--- config.mk ---
export PLATFORM = sky130hd
export DESIGN_NAME = cache_controller
export DESIGN_NICKNAME = d
export VERILOG_FILES = /design/src/rtl/cache_controller.sv
export SDC_FILE = /design/constraint.sdc
export NUM_CORES = 1
export LEC_CHECK = 0
export BUFFER_PORTS_ARGS = -buffer_cell sky130_fd_sc_hd__buf_4
export CAP_MARGIN = 20
export CORE_ASPECT_RATIO = 0.8
export CORE_MARGIN = 10
export CORE_UTILIZATION = 30
export DETAILED_ROUTE_END_ITERATION = 16
export MAX_ROUTING_LAYER = met4
export SYNTH_ARGS = -nofsm -noshare
export SYNTH_HDL_FRONTEND = slang
export SYNTH_SLANG_ARGS = --single-unit
export TNS_END_PERCENT = 5
--- constraint.sdc ---
create_clock -name clock -period 3.35 [get_ports clock]
set_input_delay 0.335 -clock clock [delete_from_list [all_inputs] [get_ports clock]]
set_output_delay 0.335 -clock clock [all_outputs]
set_load 0.01 [all_outputs]
--- src/rtl/cache_controller.sv ---
// Sequencing controller for a 2-way set-associative, write-back, write-allocate
// L1 cache with one-byte blocks; serves one CPU port and one memory port.
module cache_controller #(
  parameter int SETS   = 4,
  parameter int TAG_W  = 8,
  parameter int DATA_W = 8,
  parameter int ADDR_W = 10
) (
  input  logic              clock,
  input  logic              reset_n,
  input  logic              cpu_req,
  input  logic              cpu_we,
  input  logic [ADDR_W-1:0] cpu_addr,
  input  logic [DATA_W-1:0] cpu_wdata,
  output logic              cpu_done,
  output logic [DATA_W-1:0] cpu_rdata,
  output logic              cpu_hit,
  output logic              busy,
  output logic              mem_rd,
  output logic              mem_wr,
  output logic [ADDR_W-1:0] mem_addr,
  output logic [DATA_W-1:0] mem_wdata,
  input  logic [DATA_W-1:0] mem_rdata,
  input  logic              mem_ack,
  output logic [7:0]        hit_cnt,
  output logic [7:0]        miss_cnt
);
  localparam int IDX_W = $clog2(SETS);

  typedef enum logic [2:0] {S_IDLE, S_LOOKUP, S_WRITEBACK, S_FILL, S_DONE} state_t;

  state_t                  state_q, state_d;
  logic                    we_q, we_d;
  logic [ADDR_W-1:0]       addr_q, addr_d;
  logic [DATA_W-1:0]       wdata_q, wdata_d;
  logic [1:0][SETS-1:0]    valid_q, valid_d;
  logic [1:0][SETS-1:0]    dirty_q, dirty_d;
  logic [SETS-1:0]         lru_q, lru_d;
  logic                    victim_q, victim_d;
  logic [DATA_W-1:0]       rdata_q, rdata_d;
  logic                    hit_q, hit_d;
  logic [7:0]              hit_cnt_q, hit_cnt_d;
  logic [7:0]              miss_cnt_q, miss_cnt_d;

  logic [TAG_W-1:0]        tag_q  [2][SETS];
  logic [DATA_W-1:0]       data_q [2][SETS];

  logic                    arr_we;
  logic                    arr_way;
  logic [DATA_W-1:0]       arr_data;

  logic [IDX_W-1:0]        idx;
  logic [TAG_W-1:0]        tag;
  logic [1:0]              way_hit;
  logic                    hit_way;
  logic                    victim_sel;

  assign idx = addr_q[IDX_W-1:0];
  assign tag = addr_q[ADDR_W-1:IDX_W];

  for (genvar gi = 0; gi < 2; gi++) begin : g_way_cmp
    assign way_hit[gi] = valid_q[gi][idx] && (tag_q[gi][idx] == tag);
  end

  assign hit_way    = way_hit[1];
  // Fill an empty way first; only evict by LRU when the set is full.
  assign victim_sel = !valid_q[0][idx] ? 1'b0 :
                      !valid_q[1][idx] ? 1'b1 : lru_q[idx];

  always_comb begin
    state_d    = state_q;
    we_d       = we_q;
    addr_d     = addr_q;
    wdata_d    = wdata_q;
    valid_d    = valid_q;
    dirty_d    = dirty_q;
    lru_d      = lru_q;
    victim_d   = victim_q;
    rdata_d    = rdata_q;
    hit_d      = hit_q;
    hit_cnt_d  = hit_cnt_q;
    miss_cnt_d = miss_cnt_q;
    arr_we     = 1'b0;
    arr_way    = victim_q;
    arr_data   = wdata_q;

    case (state_q)
      S_IDLE: begin
        if (cpu_req) begin
          we_d    = cpu_we;
          addr_d  = cpu_addr;
          wdata_d = cpu_wdata;
          state_d = S_LOOKUP;
        end
      end
      S_LOOKUP: begin
        if (|way_hit) begin
          hit_d      = 1'b1;
          hit_cnt_d  = hit_cnt_q + 8'd1;
          lru_d[idx] = ~hit_way;
          if (we_q) begin
            arr_we                = 1'b1;
            arr_way               = hit_way;
            dirty_d[hit_way][idx] = 1'b1;
            rdata_d               = wdata_q;
          end else begin
            rdata_d = data_q[hit_way][idx];
          end
          state_d = S_DONE;
        end else begin
          hit_d      = 1'b0;
          miss_cnt_d = miss_cnt_q + 8'd1;
          victim_d   = victim_sel;
          if (valid_q[victim_sel][idx] && dirty_q[victim_sel][idx]) begin
            state_d = S_WRITEBACK;
          end else if (!we_q) begin
            state_d = S_FILL;
          end else begin
            arr_we                   = 1'b1;
            arr_way                  = victim_sel;
            valid_d[victim_sel][idx] = 1'b1;
            dirty_d[victim_sel][idx] = 1'b1;
            lru_d[idx]               = ~victim_sel;
            rdata_d                  = wdata_q;
            state_d                  = S_DONE;
          end
        end
      end
      S_WRITEBACK: begin
        if (mem_ack) begin
          if (we_q) begin
            arr_we                 = 1'b1;
            valid_d[victim_q][idx] = 1'b1;
            dirty_d[victim_q][idx] = 1'b1;
            lru_d[idx]             = ~victim_q;
            rdata_d                = wdata_q;
            state_d                = S_DONE;
          end else begin
            state_d = S_FILL;
          end
        end
      end
      S_FILL: begin
        if (mem_ack) begin
          arr_we                 = 1'b1;
          arr_data               = mem_rdata;
          valid_d[victim_q][idx] = 1'b1;
          dirty_d[victim_q][idx] = 1'b0;
          lru_d[idx]             = ~victim_q;
          rdata_d                = mem_rdata;
          state_d                = S_DONE;
        end
      end
      S_DONE:  state_d = S_IDLE;
      default: state_d = S_IDLE;
    endcase
  end

  always_ff @(posedge clock or negedge reset_n) begin
    if (!reset_n) begin
      state_q    <= S_IDLE;
      we_q       <= 1'b0;
      addr_q     <= '0;
      wdata_q    <= '0;
      valid_q    <= '0;
      dirty_q    <= '0;
      lru_q      <= '0;
      victim_q   <= 1'b0;
      rdata_q    <= '0;
      hit_q      <= 1'b0;
      hit_cnt_q  <= '0;
      miss_cnt_q <= '0;
    end else begin
      state_q    <= state_d;
      we_q       <= we_d;
      addr_q     <= addr_d;
      wdata_q    <= wdata_d;
      valid_q    <= valid_d;
      dirty_q    <= dirty_d;
      lru_q      <= lru_d;
      victim_q   <= victim_d;
      rdata_q    <= rdata_d;
      hit_q      <= hit_d;
      hit_cnt_q  <= hit_cnt_d;
      miss_cnt_q <= miss_cnt_d;
    end
  end

  // Tag and data contents need no reset: a line is only trusted once its valid bit is set.
  always_ff @(posedge clock) begin
    if (arr_we) begin
      tag_q[arr_way][idx]  <= tag;
      data_q[arr_way][idx] <= arr_data;
    end
  end

  always_comb begin
    cpu_done  = (state_q == S_DONE);
    busy      = (state_q != S_IDLE);
    mem_wr    = (state_q == S_WRITEBACK);
    mem_rd    = (state_q == S_FILL);
    mem_addr  = '0;
    mem_wdata = '0;
    if (state_q == S_WRITEBACK) begin
      mem_addr  = {tag_q[victim_q][idx], idx};
      mem_wdata = data_q[victim_q][idx];
    end else if (state_q == S_FILL) begin
      mem_addr = addr_q;
    end
  end

  assign cpu_rdata = rdata_q;
  assign cpu_hit   = hit_q;
  assign hit_cnt   = hit_cnt_q;
  assign miss_cnt  = miss_cnt_q;
endmodule

Word-level counts from Yosys, hierarchy flattened
Memory sizes are Yosys's and may differ from the RTL's.
Index checks and enable logic that the tools add are counted.
- bits in registers: 68
- memory bits (writable): 128
- bits of input ports: 31
- output and inout port bits: 47
- logic and storage cells: 176
- memories: 2
- memory list (memory ; depth ; width ; rd ports ; clocked after Yosys merged registers in ; wr ports ; RTL line ; source):
    data_q ; 2 ; 32 ; 2 ; 0 ; 1 ; 46 ; logic [DATA_W-1:0] data_q [2][SETS];
    tag_q ; 2 ; 32 ; 3 ; 0 ; 1 ; 45 ; logic [TAG_W-1:0] tag_q [2][SETS];
- add/sub/neg operators: 2
- order comparisons: 10
- equal/unequal tests: 17
- muxes and demuxes: 99
- bitwise operators: 12
- reduce and logical (&&, ||, !) cells: 20
- operators with widths (cell ; count):
    $mux 8 ; 33
    $bmux 8 s2 ; 5
    $pmux 8 s3 ; 3
    $mux 4 ; 13
    $or 8x8->8 ; 5
    $mux 32 ; 1
    $mux 1 ; 20
    $mux 10 ; 2
    $mux 3 ; 6
    $add 8x1->8 const B ; 2
    $demux 8 s2 ; 1
    $eq 8x8->1 ; 2
    $reduce_and 7->1 ; 2
    $bwmux 4 ; 3
    $demux 4 s1 ; 3
    $ne 3x3->1 const B ; 4
    $pmux 3 s4 ; 1
    $pmux 4 s3 ; 1
    $bmux 1 s2 ; 5
    $and 8x8->8 ; 1
    $logic_and 1x1->1 ; 8
    $ne 2x2->1 const B ; 4
    $not 8->8 ; 1
    $eq 3x2->1 const B ; 2
    20 further kinds ; 32

Longest topological paths before layout
Gate-level depths: netlist (run 1).
- depth after elaboration: 14
- gate-level depth with buffers: 13
- mapped depth without buffers: 8

Worst setup path after synthesis (run 1)
OpenSTA, ideal clock, no wires.
- path kind: register to register
- start: register addr_q[0]
- end: memory data_q[1][0] (netlist bit) (enable)
- library setup time: 0.388 ns
- arrival time: 3.117 ns
- required time: 2.962 ns
- slack: -0.156 ns
- cell stages (with the launch flop): 14
- path buffers: 5
- clock period less this slack: 3.506 ns
- cells stage by stage: dfrtp_1 -> buf_6 -> buf_6 -> buf_2 -> mux2i_1 -> xor2_1 -> nand3_1 -> a211oi_2 -> nand3_1 -> buf_4 -> a31oi_4 -> buf_4 -> o211ai_1 -> nor2_1
- cells in the longest elaborated chain, start to end: 14
- elaborated cells on any way between the ends: 44
- those cells by class: 2 x order compare; 2 x eq/ne; 34 x mux; 1 x bitwise; 5 x reduce/logical
- RTL lines (element ; RTL line ; source):
    start: declaration ; 34 ; logic [ADDR_W-1:0] addr_q, addr_d;
    start signal: assignment ; 176 ; addr_q <= addr_d;
    $bmux 1 s2, on equally long branches ; 68, 62 ;
    $mux 1, on equally long branches ; 68, 62 ;
    $mux 1 ; 68 ; !valid_q[1][idx] ? 1'b1 : lru_q[idx];
    $mux 1 ; 67 ; assign victim_sel = !valid_q[0][idx] ? 1'b0 :
    $mux 4 (not written as such) (2 in series) ; 114 ; if (valid_q[victim_sel][idx] && dirty_q[victim_sel][idx]) begin
    $bmux 1 s2 ; 114 ;
    $mux 1 (not written as such) ; 114 ;
    $logic_and 1x1->1 ; 114 ;
    $mux 1 ; 114 ;
    $mux 1 ; 97 ; if (|way_hit) begin
    $pmux 1 s3 ; 87 ; case (state_q)
    $mux 1 ; 191 ; if (arr_we) begin
    $mux 32 (not written as such) ; 193 ; data_q[arr_way][idx] <= arr_data;
    end: declaration ; 46 ;
Parallel ways exist; a longest one is shown, timed or not. The select of a mux whose other input is x is not followed.

Final worst setup path (run 1)
- start: register addr_q[0]
- end: register rdata_q[0] (netlist: cpu_rdata[0])
- cells in the longest elaborated chain, start to end: 13
- elaborated cells on any way between the ends: 38
- those cells by class: 3 x eq/ne; 28 x mux; 1 x bitwise; 5 x reduce/logical; 1 x memory
- RTL lines (element ; RTL line ; source):
    $not 2->3 (not written as such) ; 62, 107 ;
    $bmux 8 s2 ; 62 ; assign way_hit[gi] = valid_q[gi][idx] && (tag_q[gi][idx] == tag);
    $mux 8 (not written as such) (2 in series) ; 62 ;
    $eq 8x8->1 ; 62 ;
    $logic_and 1x1->1 ; 62 ;
    $mem_v2 2x32 ; n/a ;
    $bmux 8 s2 ; 107 ; rdata_d = data_q[hit_way][idx];
    $mux 8 (not written as such) (2 in series) ; 107 ;
    $mux 8 ; 101 ; if (we_q) begin
    $mux 8 ; 97 ;
    $pmux 8 s3 ; 87 ;
    end signal: assignment ; 182 ; rdata_q <= rdata_d;
    end: declaration ; 40 ; logic [DATA_W-1:0] rdata_q, rdata_d;
Parallel ways exist; a longest one is shown, timed or not. The select of a mux whose other input is x is not followed.
A chain may end at the register's enable or synchronous reset.

==> results_tabular.tex, run 1 <==
\begin{tabular}{lr}
\hline
Metric & Value \\
\hline
\multicolumn{2}{l}{\textbf{Clocking}} \\
CTS root buf & sky130\_fd\_sc\_hd\_\_clkbuf\_16 \\
Skew-Pair Late Insertion Delay & 0.45 ns \\
H-tree depth reported by CTS & 4 \\
Hold buffer count at cts & 0 \\
Number of sinks driven by the clock tree & 196 \\
Register clock-pin slew on the reported worst setup and hold paths & 0.08 ns \\
CTS tree & done \\
Number of buffers created by CTS & 17 \\
Clk buf depth & 2 \\
\multicolumn{2}{l}{\textbf{Cells and area}} \\
Inserted Diodes & 0 \\
Final Net Count & 872 \\
FILL cells & 3107 \\
Sequential cell area & 0.00555 sq mm \\
Core utilization of the finished layout & 36.9\% \\
Synthesis-to-layout area growth & 20.7\% \\
Final cell count without fillers & 1272 \\
Ratio of cells with drive above 1 in the final layout & 32.0\% \\
Summed area of non-filler cells in the final layout & 0.0117 sq mm \\
Total area of multi-input combinational cells & 0.00384 sq mm \\
\multicolumn{2}{l}{\textbf{Floorplan}} \\
Boundary Pins & 78 \\
Area enclosed by the die boundary & 0.0399 sq mm \\
Die extent in y & 181 microns \\
Std-Cell Rows & 58 \\
Effective utilization at floorplan & 30.6\% \\
X dimension of the die & 221 microns \\
Core ar. & 0.0316 sq mm \\
\multicolumn{2}{l}{\textbf{Critical path}} \\
Startpoint type of the worst setup path & flip-flop \\
Delay of the slowest critical-path stage & 0.54 ns \\
Most frequent CP cell & sky130\_fd\_sc\_hd\_\_mux4\_2 \\
Top fanout value on the critical path & 7 \\
Chain of cells forming the critical path & buf\_2 > buf\_4 > mux4\_2 > xnor2\_1 > nand2\_1 > a211o\_1 > nor2\_4 > mux4\_2 > a2111oi\_2 > a221oi\_1 \\
Worst setup path category & reg -> reg \\
Endpoint kind of the worst setup timing path & flip-flop \\
Combined buffer and inverter count along the critical path & 2 \\
CP Data Arrival Time & 3.54 ns \\
Standard cell with the maximum stage delay on the critical path & sky130\_fd\_sc\_hd\_\_mux4\_2 \\
Cell family with most CP delay & multiplexers \\
Data required time of the critical path & 3.67 ns \\
\multicolumn{2}{l}{\textbf{Synthesis}} \\
Most frequently used cell type in the post-synthesis netlist & sky130\_fd\_sc\_hd\_\_edfxtp\_1 \\
Avg Synthesized Cell Area & 13.2 sq um \\
Area fraction of the dominant cell type after synthesis & 39.7\% \\
Most common flop cell mapped by yosys & sky130\_fd\_sc\_hd\_\_edfxtp\_1 \\
Sequential-to-total area share from yosys stat & 57.3\% \\
Largest cells by area after synthesis & sky130\_fd\_sc\_hd\_\_edfxtp\_1 40\%, sky130\_fd\_sc\_hd\_\_dfrtp\_1 18\%, sky130\_fd\_sc\_hd\_\_mux4\_2 9.5\%, sky130\_fd\_sc\_hd\_\_mux2\_2 4.0\%, sky130\_fd\_sc\_hd\_\_mux2i\_1 3.1\% \\
Number of distinct library cells after synthesis & 69 \\
Leading cell types by count after synthesis & 128 x sky130\_fd\_sc\_hd\_\_edfxtp\_1, 68 x sky130\_fd\_sc\_hd\_\_dfrtp\_1, 57 x sky130\_fd\_sc\_hd\_\_nand2\_1 \\
Leading area contributor after synthesis & sky130\_fd\_sc\_hd\_\_edfxtp\_1 \\
Proportion of synthesized flip-flops having asynchronous set or reset & 34.7\% \\
Post-synthesis net count & 765 \\
Synthesis Warnings & 0 \\
Post-Syn Instances & 732 \\
Netlist area before placement & 0.00967 sq mm \\
Number of enable flip-flop cells after synthesis & 128 \\
Synthesized flop and latch total & 196 \\
\multicolumn{2}{l}{\textbf{Route}} \\
Routed WL & 27.1 mm \\
Via density & 5.32 \\
Wire length per cell & 21.3 microns \\
Number of violations reported at the end of detailed-routing iteration 0 & 828 \\
Number of remaining DRC errors & 0 \\
Final ANT Viol Nets & 0 \\
Total vias in the final route & 6771 \\
TritonRoute pass-1 iters & 8 \\
\multicolumn{2}{l}{\textbf{GRT}} \\
Largest net degree at the start of global routing & 69 \\
First-pass GRT wire length & 41.4 mm \\
Number of antenna violations at the first check in global routing & 0 \\
Via count of the first global-routing pass & 6679 \\
Overall overflow remaining after global route & 0 \\
GRT Overall Usage & 13.9\% \\
\multicolumn{2}{l}{\textbf{Timing}} \\
Final total negative setup slack & 0 ns \\
Slew at the pin with the worst max-slew slack & 0.964 ns \\
Max-slew headroom & 35.8\% \\
Part of the cycle the worst path needs & 96.1\% \\
Final setup violating endpoints & 0 \\
Hold Fails Final Rpt & 0 \\
Worst-case clock skew & 0.0120 ns \\
RSZ-0062 raised after global routing & true \\
Top achievable clock speed & 0.311 GHz \\
Setup ws final & 0.132 ns \\
Total count of max-transition violations in the final report & 0 \\
Final worst path period need & 3.22 ns \\
\multicolumn{2}{l}{\textbf{Run status}} \\
Run status & finished clean \\
\multicolumn{2}{l}{\textbf{Placed design}} \\
Post-detailed-placement cell area & 0.0110 sq mm \\
Placer Congestion & 0.859 \\
Total placed cells including tap cells & 1233 \\
Pre-CTS worst setup slack & 0.0469 ns \\
Detail Placement HPWL & 18.7 mm \\
PortBufs & 77 \\
\multicolumn{2}{l}{\textbf{Pwr}} \\
Pwr dens & 923 mW/mm\^{}2 \\
Leakage power figure & 4.30 nW \\
Worst IR Drop VDD & 340 uV \\
\multicolumn{2}{l}{\textbf{Job}} \\
Max-cap violations & 0 \\
\multicolumn{2}{l}{\textbf{Min path}} \\
Path type of the worst min-delay path & in -> async \\
\hline
\end{tabular}
[metal layers]
metal / GRT usage (%) / up-vias / routed length [microns]
met5: - / - / 0
met4: 3.12 / 0 / 302
met3: 2.95 / 21 / 1890
met2: 20.4 / 274 / 12500
met1: 19.3 / 3458 / 12300
li1: - / 3018 / -
[path summary, 6_finish.rpt]
path / depth (start not counted) / slack, ns / endpoint / start
worst min-delay path: 1 / 0.03 / addr_q[3] / reset_n
worst min register to register: 1 / 0.46 / valid_q[3] / valid_q[3]
max in group asynchronous: 1 / 2.63 / addr_q[0] / reset_n
min in group clock: 3 / 0.10 / wdata_q[2] / cpu_wdata[2]
worst max-delay path: 10 / 0.13 / cpu_rdata[0] / addr_q[0]
worst max register to register: 10 / 0.13 / cpu_rdata[0] / addr_q[0]
[sequential cells by signal (all words and copies together), names as in the netlist]
register,flops
dirty_q,8
cpu_rdata,8
tag_q,64
lru_q,4
valid_q,8
victim_q,1
data_q,64
hit_cnt,8
miss_cnt,8
wdata_q,8
we_q,1
state_q,3
addr_q,10
cpu_hit,1
[area by class of cell]
cell class,count,area share (%)
flip-flops and latches,196,47.5
inverters,19,0.611
well taps,420,4.50
clock inverters,15,1.48
repair buffers,137,9.35
multi-input cells,468,32.9
clock buffers,17,3.64
[worst register-to-register path, cell delays in order (launching register included)]
cell and delay [ns]:
sky130_fd_sc_hd__dfrtp_4 0.50, sky130_fd_sc_hd__buf_2 0.20, sky130_fd_sc_hd__buf_4 0.13, sky130_fd_sc_hd__mux4_2 0.49, sky130_fd_sc_hd__xnor2_1 0.14, sky130_fd_sc_hd__nand2_1 0.11
sky130_fd_sc_hd__a211o_1 0.33, sky130_fd_sc_hd__nor2_4 0.20, sky130_fd_sc_hd__mux4_2 0.54, sky130_fd_sc_hd__a2111oi_2 0.37, sky130_fd_sc_hd__a221oi_1 0.08
[timing repair]
action / CTS / global route
setup endpoints to repair: 0 / 137
buffers inserted: 0 / 7
resized for setup: 0 / 8
[cell usage in the layout (no fill, tap or decap), types with 6 or more instances in the layout]
cell type                   count
sky130_fd_sc_hd__buf_4        130
sky130_fd_sc_hd__edfxtp_1     128
sky130_fd_sc_hd__dfrtp_1       65
sky130_fd_sc_hd__nand2_1       57
sky130_fd_sc_hd__mux4_2        41
sky130_fd_sc_hd__nor2_1        37
sky130_fd_sc_hd__a21oi_1       36
sky130_fd_sc_hd__mux2_2        34
sky130_fd_sc_hd__o21ai_0       32
sky130_fd_sc_hd__mux2i_1       30
sky130_fd_sc_hd__nand3_1       20
sky130_fd_sc_hd__xor2_1        18
sky130_fd_sc_hd__inv_1         17
sky130_fd_sc_hd__nand4_1       17
sky130_fd_sc_hd__clkbuf_16     17
sky130_fd_sc_hd__xnor2_1       16
sky130_fd_sc_hd__nor3_1        15
sky130_fd_sc_hd__nand2b_1       9
sky130_fd_sc_hd__a22oi_1        7
sky130_fd_sc_hd__o22ai_1        6
sky130_fd_sc_hd__a221oi_1       6
sky130_fd_sc_hd__a31o_2         6
[cell families (layout without fill, tap and decap cells)]
logic type	after synthesis	count (layout)	share of synthesized area, %
adder cells (fa/ha/maj)	2	2	0.259
buffers and inverters	68	188	3.19
flip-flops	196	196	57.3
multiplexers	106	106	16.7
XOR/XNOR	34	34	3.08
AND/OR/NAND/NOR	182	182	9.17
AO/OA/AOI/OAI	144	144	10.3
[power breakdown]
part	switching (W)	total, W	internal (W)
clock	0.000993	0.00211	0.00112
sequential	0.000535	0.00385	0.00332
combinational	0.00270	0.00481	0.00211
[metrics by stage]
step                      hold slack (ns)  total power [W]
after floorplan                    0.0394          0.00691
after global placement              0.444          0.00856
after detailed placement            0.452          0.00861
after CTS                          0.0801           0.0107
after global routing               0.0961           0.0114
final                              0.0316           0.0108
Power figures use the tool's default switching activity.
==> run 2: changes to the inputs <==
Settings changed: CORE_UTILIZATION 30 to 50, CTS_CLUSTER_DIAMETER from default to 120, PLACE_DENSITY from default to 0.71.
==> run 2 against run 1 <==
Compared with the run above: first-iteration DRC count increased by 27%; worst setup slack got worse by 0.055 ns; global-route usage increased by 6.1 points; critical path depth increased by 1; via count increased by 0.49%; sequential power about the same; cell area decreased by 2.2%; clock skew decreased by 0.00083 ns; critical endpoint is now data_q[0][21].
==> results_tabular.tex, run 2 (synthesis gave the netlist of run 1 again) <==
\begin{tabular}{lr}
\hline
Metric & Value \\
\hline
\multicolumn{2}{l}{\textbf{Run status}} \\
Run status & finished clean \\
\multicolumn{2}{l}{\textbf{Pwr}} \\
Cell-internal power & 0.00635 W (-3.0\%) \\
Worst IR Drop VDD & 446 uV (+31\%) \\
Power share of the sequential group & 36.6\% (+0.9 points) \\
Pwr dens & 924 mW/mm\^{}2 (+0.17\%) \\
Sw power & 0.00420 W (-0.62\%) \\
Share of total power in the clock network & 18.4\% (-1.2 points) \\
Proportion of power drawn by combinational gates & 45.1\% (+0.4 points) \\
Leakage power figure & 4.24 nW (-1.2\%) \\
Switching part of the total & 39.8\% (+0.58 points) \\
\multicolumn{2}{l}{\textbf{Timing}} \\
Final worst path period need & 3.27 ns (+0.0551 ns) \\
Setup ws final & 0.0768 ns (-0.0551 ns) \\
Slew at the pin with the worst max-slew slack & 0.903 ns (-0.0602 ns) \\
Top achievable clock speed & 0.306 GHz (-1.7\%) \\
Max-slew headroom & 39.8\% (+4.0 points) \\
Worst-case clock skew & 0.0111 ns (-0.000829 ns) \\
Final setup violating endpoints & 0 (unchanged) \\
Final total negative setup slack & 0 ns (unchanged) \\
Total count of max-transition violations in the final report & 0 (unchanged) \\
Hold Worst Slack & 0.0169 ns (-0.0147 ns) \\
Hold Fails Final Rpt & 0 (unchanged) \\
RSZ-0062 raised after global routing & true \\
Part of the cycle the worst path needs & 97.7\% (+1.6 points) \\
\multicolumn{2}{l}{\textbf{Placed design}} \\
Post-detailed-placement cell area & 0.0107 sq mm (-2.8\%) \\
Pre-CTS worst setup slack & 0.0861 ns (+0.0392 ns) \\
Placer Congestion & 0.923 (+7.4\%) \\
Detail Placement HPWL & 16.8 mm (-10\%) \\
PortBufs & 77 (unchanged) \\
Total placed cells including tap cells & 1061 (-14\%) \\
\multicolumn{2}{l}{\textbf{Floorplan}} \\
Core ar. & 0.0190 sq mm (-40\%) \\
Area enclosed by the die boundary & 0.0253 sq mm (-36\%) \\
Effective utilization at floorplan & 51.0\% (+20 points) \\
X dimension of the die & 176 microns (-20\%) \\
Die extent in y & 144 microns (-20\%) \\
Std-Cell Rows & 45 (-22\%) \\
Boundary Pins & 78 (unchanged) \\
\multicolumn{2}{l}{\textbf{GRT}} \\
Largest net degree at the start of global routing & 69 (unchanged) \\
Overall overflow remaining after global route & 0 (unchanged) \\
GRT Overall Usage & 20.0\% (+6.1 points) \\
Number of antenna violations at the first check in global routing & 0 (unchanged) \\
Via count of the first global-routing pass & 6611 (-1.0\%) \\
First-pass GRT wire length & 38.3 mm (-7.5\%) \\
\multicolumn{2}{l}{\textbf{Clocking}} \\
Skew-Pair Late Insertion Delay & 0.44 ns (about the same) \\
CTS root buf & sky130\_fd\_sc\_hd\_\_clkbuf\_16 \\
Register clock-pin slew on the reported worst setup and hold paths & 0.08 ns (about the same) \\
Clk buf depth & 2 (unchanged) \\
Number of sinks driven by the clock tree & 196 (unchanged) \\
Hold buffer count at cts & 0 (unchanged) \\
Number of buffers created by CTS & 17 (unchanged) \\
CTS tree & done \\
H-tree depth reported by CTS & 4 (unchanged) \\
\multicolumn{2}{l}{\textbf{Cells and area}} \\
Inserted Diodes & 0 (unchanged) \\
Summed area of non-filler cells in the final layout & 0.0114 sq mm (-2.2\%) \\
Most common cell after layout, fill and taps aside & sky130\_fd\_sc\_hd\_\_edfxtp\_1 \\
Final Net Count & 862 (-1.1\%) \\
Synthesis-to-layout area growth & 18.0\% \\
Final cell count without fillers & 1100 (-14\%) \\
Most frequent cells in the layout & 128 x sky130\_fd\_sc\_hd\_\_edfxtp\_1, 115 x sky130\_fd\_sc\_hd\_\_buf\_4, 65 x sky130\_fd\_sc\_hd\_\_dfrtp\_1, 57 x sky130\_fd\_sc\_hd\_\_nand2\_1, 41 x sky130\_fd\_sc\_hd\_\_mux4\_2 \\
Ratio of cells with drive above 1 in the final layout & 32.2\% (+0.14 points) \\
Largest registers & data\_q: 64 flops, tag\_q: 64 flops, addr\_q: 10 flops \\
\multicolumn{2}{l}{\textbf{Route}} \\
Total met2 wirelength after detailed routing & 11.0 mm (-12\%) \\
Final ANT Viol Nets & 0 (unchanged) \\
Top Metal Used & met4 \\
Wire length per cell & 22.4 microns (+5.2\%) \\
Via density & 6.19 (+16\%) \\
Total vias in the final route & 6804 (+0.49\%) \\
Number of violations reported at the end of detailed-routing iteration 0 & 1048 (+27\%) \\
TritonRoute pass-1 iters & 5 (-3) \\
Met3 layer wire length in the routed design & 2.07 mm (+9.2\%) \\
Routed WL & 24.6 mm (-9.0\%) \\
DRT met1 WL & 11.2 mm (-8.9\%) \\
Number of remaining DRC errors & 0 (unchanged) \\
\multicolumn{2}{l}{\textbf{Critical path}} \\
Top fanout value on the critical path & 7 (unchanged) \\
Endpoint kind of the worst setup timing path & flip-flop \\
Startpoint type of the worst setup path & flip-flop \\
Data required time of the critical path & 3.50 ns (-0.17 ns) \\
Worst setup path category & reg -> reg \\
CP Data Arrival Time & 3.42 ns (-0.12 ns) \\
\multicolumn{2}{l}{\textbf{Min path}} \\
Path type of the worst min-delay path & in -> async \\
\multicolumn{2}{l}{\textbf{Job}} \\
Max-cap violations & 0 (unchanged) \\
\hline
\end{tabular}
run 2: changes by cell type in the layout (fill, tap and decap cells not counted), sizes merged:
cell | before | now
clkinvlp | 5 | 4
buf | 137 | 126
clkinv | 4 | 6
clkbuf | 17 | 19
bufinv | 2 | 0
run 2: power by group through the flow:
stage | logic [W] | registers (W) | clock network [W]
finish | 0.00476 | 0.00386 | 0.00194
global route | 0.00514 | 0.00393 | 0.00206
CTS | 0.00450 | 0.00388 | 0.00196
detailed placement | 0.00447 | 0.00393 | 0
global placement | 0.00435 | 0.00389 | 0
floorplan | 0.00321 | 0.00370 | 0
run 2: metal layers:
layer,up-vias,GRT usage [%]
met1,3432,28.0
met3,36,5.13
li1,2998,-
met5,-,-
met4,0,5.61
met2,338,28.4
run 2: what timing repair did:
action / 4_1_cts / 5_1_grt
endpoints found under the hold margin: 0 / 0
pin swaps: 0 / 6
setup buffers: 0 / 7
endpoints found under the setup margin: 1 / 137
resized for setup: 1 / 26
run 2: area by class of cell:
| type | count | area, sq um |
|---|---|---|
| clock buffer | 18 | 429 |
| clock inverter | 14 | 123 |
| fill | 1464 | 7560 |
| inverter | 19 | 73.8 |
| multi-input combinational | 468 | 3890 |
| sequential | 196 | 5550 |
| tap | 258 | 323 |
| timing repair buffer | 127 | 1030 |
run 2: worst max-delay path, stage by stage (launching register included):
cell and delay (ns):
sky130_fd_sc_hd__dfrtp_4 0.49, sky130_fd_sc_hd__buf_12 0.15, sky130_fd_sc_hd__buf_4 0.14, sky130_fd_sc_hd__mux4_2 0.44, sky130_fd_sc_hd__xor2_1 0.19, sky130_fd_sc_hd__a211oi_4 0.34
sky130_fd_sc_hd__buf_4 0.17, sky130_fd_sc_hd__a21oi_2 0.06, sky130_fd_sc_hd__o21a_1 0.20, sky130_fd_sc_hd__nand4bb_2 0.36, sky130_fd_sc_hd__nor2_2 0.21, sky130_fd_sc_hd__buf_4 0.21
run 2: final timing paths:
| path | startpoint | cells after the start | endpoint | slack [ns] |
|---|---|---|---|---|
| max | addr_q[0] | 11 | data_q[0][21] | 0.08 |
| min | reset_n | 1 | hit_cnt[5] | 0.02 |
| max reg2reg | addr_q[0] | 11 | data_q[0][21] | 0.08 |
| min reg2reg | valid_q[6] | 1 | valid_q[6] | 0.47 |
| max in group asynchronous | reset_n | 1 | addr_q[0] | 2.65 |
| min in group clock | cpu_wdata[2] | 3 | wdata_q[2] | 0.09 |
run 2: through the flow:
stage / util, % / power (W)
global placement: 56.4 / 0.00824
CTS: 59.3 / 0.0103
finish: 60.2 / 0.0106
floorplan: - / 0.00691
global route: 60.2 / 0.0111
detailed placement: 56.4 / 0.00840
